`config.mk`:
```
export PLATFORM = sky130hd
export DESIGN_NAME = fib_word_serializer
export DESIGN_NICKNAME = d
export VERILOG_FILES = /design/src/rtl/fib_word_serializer.sv
export SDC_FILE = /design/constraint.sdc
export NUM_CORES = 1
export LEC_CHECK = 0
export BUFFER_PORTS_ARGS = -buffer_cell sky130_fd_sc_hd__buf_2
export CORE_MARGIN = 5
export CORE_UTILIZATION = 55
export CTS_BUF_LIST = sky130_fd_sc_hd__clkbuf_8
export DETAILED_ROUTE_END_ITERATION = 8
export PLACE_DENSITY = 0.88
export SYNTH_ARGS = -nofsm -noshare
export SYNTH_HDL_FRONTEND = slang
export SYNTH_SLANG_ARGS = --single-unit
```
`constraint.sdc`:
```
create_clock -name clk -period 2.6 [get_ports clk]
set_clock_uncertainty 0.1 [all_clocks]
set_input_delay 0.78 -clock clk [delete_from_list [all_inputs] [get_ports clk]]
set_output_delay 0.78 -clock clk [all_outputs]
set_load 0.02 [all_outputs]
```
`src/rtl/fib_word_serializer.sv`:
```
// Parallel-to-serial transmitter for Fibonacci result words: LSB first, one bit per clk.
// Bit0 appears the cycle after the accepting edge; hold freezes shifting; load_ready is combinational.
module fib_word_serializer #(
    parameter int WIDTH = 16,
    parameter int CW    = 5
) (
    input  logic             clk,
    input  logic             CLR,
    input  logic             load_valid,
    output logic             load_ready,
    input  logic [WIDTH-1:0] data_in,
    input  logic             hold,
    output logic             sout,
    output logic             sout_valid,
    output logic             sout_last,
    output logic             busy
);

    typedef enum logic {
        IDLE,
        SHIFT
    } state_t;

    localparam logic [CW-1:0] LAST_IDX = CW'(WIDTH - 1);

    state_t           state_q;
    logic [WIDTH-1:0] shreg_q;
    logic [WIDTH-1:0] shreg_d;
    logic [CW-1:0]    cnt_q;
    logic [CW-1:0]    cnt_d;
    logic             sout_q;
    logic             vld_q;
    logic             last_q;
    logic             rdy_en_q;
    logic             accept;

    assign shreg_d = shreg_q >> 1;
    assign cnt_d   = cnt_q + CW'(1);

    // rdy_en_q keeps load_ready low until the first edge after CLR releases.
    assign load_ready = rdy_en_q &
                        ((state_q == IDLE) | ((state_q == SHIFT) & last_q & ~hold));
    assign accept     = load_valid & load_ready;

    always_ff @(posedge clk or posedge CLR) begin
        if (CLR) begin
            state_q  <= IDLE;
            shreg_q  <= '0;
            cnt_q    <= '0;
            sout_q   <= 1'b0;
            vld_q    <= 1'b0;
            last_q   <= 1'b0;
            rdy_en_q <= 1'b0;
        end else begin
            rdy_en_q <= 1'b1;
            case (state_q)
                IDLE: begin
                    if (accept) begin
                        state_q <= SHIFT;
                        shreg_q <= data_in;
                        cnt_q   <= '0;
                        sout_q  <= data_in[0];
                        vld_q   <= 1'b1;
                        last_q  <= 1'b0;
                    end
                end
                SHIFT: begin
                    if (!hold) begin
                        if (cnt_q == LAST_IDX) begin
                            if (accept) begin
                                shreg_q <= data_in;
                                cnt_q   <= '0;
                                sout_q  <= data_in[0];
                                last_q  <= 1'b0;
                            end else begin
                                state_q <= IDLE;
                                shreg_q <= '0;
                                cnt_q   <= '0;
                                sout_q  <= 1'b0;
                                vld_q   <= 1'b0;
                                last_q  <= 1'b0;
                            end
                        end else begin
                            shreg_q <= shreg_d;
                            cnt_q   <= cnt_d;
                            sout_q  <= shreg_d[0];
                            last_q  <= (cnt_d == LAST_IDX);
                        end
                    end
                end
                default: state_q <= IDLE;
            endcase
        end
    end

    assign sout       = sout_q;
    assign sout_valid = vld_q;
    assign sout_last  = last_q;
    assign busy       = (state_q == SHIFT);

endmodule

```
; ---- Word-level counts from Yosys, hierarchy flattened
; Index checks and enable logic that the tools add are counted.
[totals]
input_bits = 20
regBits = 26
[op_classes]
bitwise_logic = 7
eq_ne = 6
add_sub_neg = 1
reduce_logical = 2
muxes = 27
[ops]
columns = operator, count
row1 = two-way mux 16 bit, 4
row2 = case mux 16 bit (2 select lines), 1
row3 = two-way mux 5 bit, 3
row4 = two-way mux 1 bit, 14
row5 = == test 5 x 4 -> 1 bit (second input constant), 2
row6 = case mux 5 bit (2 select lines), 1
row7 = case mux 1 bit (2 select lines), 4
row8 = inequality test 2 bit (second input constant), 3
row9 = adder 5 x 1 -> 5 bit (second input constant), 1
row10 = bitwise AND 1 bit, 4
row11 = AND reduction 4 bit, 1
row12 = inequality test 2 x 1 -> 1 bit (second input constant), 1
row13 = NOT 1 bit, 2
row14 = AND reduction 2 bit, 1
row15 = bitwise OR 1 bit, 1

; ---- Logic depth before layout (Yosys ltp)
[logic_depth]
ltp_word = 9
depth_mapped = 9

; ---- Least setup slack after synthesis
; Ideal clock, no wire load.
[synth_path]
path_type = input port to output port
start = in hold
end = out load_ready
path_slack_ns = 0.105
required_ns = 1.720
n_path_buf = 1
t_arrival_ns = 1.615
path_stages = 3
path_cell_list = clkbuf_1 -> nand2b_1 -> a21boi_0
[synth_between]
elab_chain_cells = 4
[synth_rtl]
columns = item, line_no
row1 = from (decl), 12  ; input logic hold,
row2 = NOT 1 bit, 42  ; ((state_q == IDLE) | ((state_q == SHIFT) & last_q & ~hold));
row3 = bitwise AND 1 bit, 42
row4 = bitwise OR 1 bit, 42
row5 = bitwise AND 1 bit, 41  ; assign load_ready = rdy_en_q &
row6 = to (decl), 10  ; output logic load_ready,
; No other way between the ends.

; ---- Final worst setup path
; Same ends and word-level chain as after synthesis.

==> impl_metrics.json <==
{
  "start_util": 0.583,
  "grt_setup_unrepaired": "no",
  "fin_nets": 189,
  "synth_enable_flop_cells": 0,
  "synth_commonest_cells": "dfrtp_1, inv_1, nand3_1",
  "dp_hpwl_um": 2260,
  "die_w_um": 61.7,
  "pre_cts_slack_ns": 0.330,
  "track_usage": 0.174,
  "status": "completed",
  "n_antenna_cell": 0,
  "maxCapViolCount": 0,
  "ir_drop_v": 0.000584,
  "ys_ff_latch": 25,
  "holdBufCountCts": 0,
  "power.density_mw_per_mm2": 892,
  "post_cts_buffers": 0,
  "die_y_um": 61.7,
  "cts.sinks": 25,
  "die_area_mm2": 0.00381,
  "yosysTopAreaCellShare": 0.426,
  "cts_inserted_buffers": 3,
  "clk_latency_ns": 0.26,
  "ys.warnings.count": 0,
  "area_growth_pct": 12.9,
  "drc": 0,
  "critPathMaxFanout": 2,
  "ys_seq_area_frac": 0.426,
  "synthTopCellsByArea": "dfrtp_1, mux2_2, o221ai_1",
  "drt_iter0_markers": 48,
  "postRouteWirelength_um": 3070,
  "ys.flop_type": "dfrtp_1",
  "cts_tree": "done",
  "start_kind": "primary input",
  "firstDrtPassIters": 4,
  "core_mm2": 0.00252,
  "synthArstFlopShare": 1.00,
  "synth_cell_types": 32,
  "setup_tns_ns": 0,
  "ant_nets": 0,
  "cp-startpoint": "hold",
  "htreeDepth": 1,
  "clockBufferDepth": 2,
  "worstMarginPinSlew_ns": 0.591,
  "clkSlewWorstSetupHoldPaths_ns": 0.08,
  "rr_startpoint": "cnt_q[0]",
  "finalWeightedCongestion": 0.852,
  "setup_viol": 0,
  "grt_antenna_before_repair": 0,
  "route.vias.total": 1191,
  "synth_area_per_cell_um2": 10.4,
  "gr-total-overflow": 0,
  "end_kind": "primary output",
  "ctsResizeCount": 0,
  "worst-r2r-cell-count": 7,
  "fmax_mhz": 447,
  "min_path_cells": 1,
  "grt_pass1_wl_um": 5020,
  "fill_cells": 216,
  "grt_start_max_net_pins": 26,
  "syn_inst": 141,
  "min_path_type": "flop to flop",
  "period_share": 0.861,
  "layout-drive-gt1-share": 0.293,
  "io_buffer_count": 24,
  "crit_required_ns": 1.72,
  "boundaryPins": 25,
  "synth_nets": 165,
  "setup_ws_ns": 0.362,
  "grt_pass1_vias": 1178,
  "synth_area_mm2": 0.00147,
  "slew_headroom": 0.606,
  "cp.arrival_ns": 1.36,
  "slew_viol_final": 0,
  "synth.largest_area_cell": "dfrtp_1",
  "wire_per_inst_um": 15.8,
  "p_leak_nw": 0.805,
  "hold_viol_final": 0,
  "viasPerCell": 6.14,
  "clk_root_buffer_cell": "clkbuf_8",
  "path_class": "primary input to primary output",
  "fin_crit_ns": 2.24,
  "yosysMostFrequentCell": "dfrtp_1",
  "hp-start": "shreg_q[3]",
  "rows": 18
}
worst paths after layout:
| check | endpoint | slack [ns] |
|---|---|---|
| setup / recovery | load_ready | 0.36 |
| hold / removal | shreg_q[3] | 0.41 |
| setup reg to reg | shreg_q[11] | 0.50 |
| hold reg to reg | shreg_q[3] | 0.41 |
| max in group asynchronous | sout_valid | 1.70 |
| min in group asynchronous | rdy_en_q | 0.46 |
placed cells by master, fill, tap and decap left out, types with 3 or more instances in the layout:
cell / instances
buf_2: 24
o21ai_0: 5
buf_4: 6
nand2_1: 5
ha_1: 4
clkbuf_8: 3
nand3_1: 13
nand3b_1: 11
a221o_1: 5
mux2_2: 11
inv_1: 15
o221ai_1: 10
dfrtp_1: 25
a22o_1: 3
nor4bb_1: 3
final cells by class:
cell class | count | area [µm²] | area share
repair buffers | 30 | 165 | 0.0995
flip-flops and latches | 25 | 626 | 0.377
clock buffers | 3 | 41.3 | 0.0249
inverters | 14 | 52.6 | 0.0317
clock inverters | 1 | 3.75 | 0.00226
well taps | 30 | 37.5 | 0.0226
multi-input cells | 91 | 733 | 0.442
power by group:
part	internal (mW)	leakage (nW)	switching (mW)	total, mW
Sequential	0.530	0.318	0.133	0.663
Combinational	0.322	0.460	0.276	0.598
Clock	0.105	0.0269	0.113	0.218
routing by layer:
metal | track usage | wire length (µm)
met5 | 0 | 0
met3 | 0.0165 | 156
met4 | 0.0545 | 17
met1 | 0.234 | 1360
met2 | 0.299 | 1540
state kept, by name, summed over array words and instances (netlist names):
register    flops
sout_last       1
cnt_q           5
shreg_q        15
sout            1
busy            1
sout_valid      1
rdy_en_q        1
logic make-up (layout without fill, tap and decap cells):
family,after synthesis,in the layout,share of synthesized area
xor+xnor,2,2,0.0119
mux,11,11,0.0843
buf+inv,25,48,0.0757
flops,25,25,0.426
fa+ha+maj,4,4,0.0340
other cells,1,1,0.00255
simple gates,44,44,0.209
compound gates,29,29,0.157
metrics by stage:
step | util | cells | area [µm²] | hold slack [ns] | power (mW)
2_1_floorplan | - | 141 | 1470 | 0.372 | 1.13
3_3_place_gp | 0.640 | 190 | 1610 | 0.390 | 1.22
3_5_place_dp | 0.640 | 190 | 1610 | 0.394 | 1.26
4_1_cts | 0.658 | 194 | 1660 | 0.415 | 1.49
5_1_grt | 0.658 | 194 | 1660 | 0.443 | 1.58
6_report | 0.658 | 194 | 1660 | 0.414 | 1.48
worst max-delay path: stages:
cell and delay (ns):
buf_2 0.11, nand2b_1 0.14, a21boi_0 0.15, buf_2 0.18
Power figures use the tool's default switching activity.
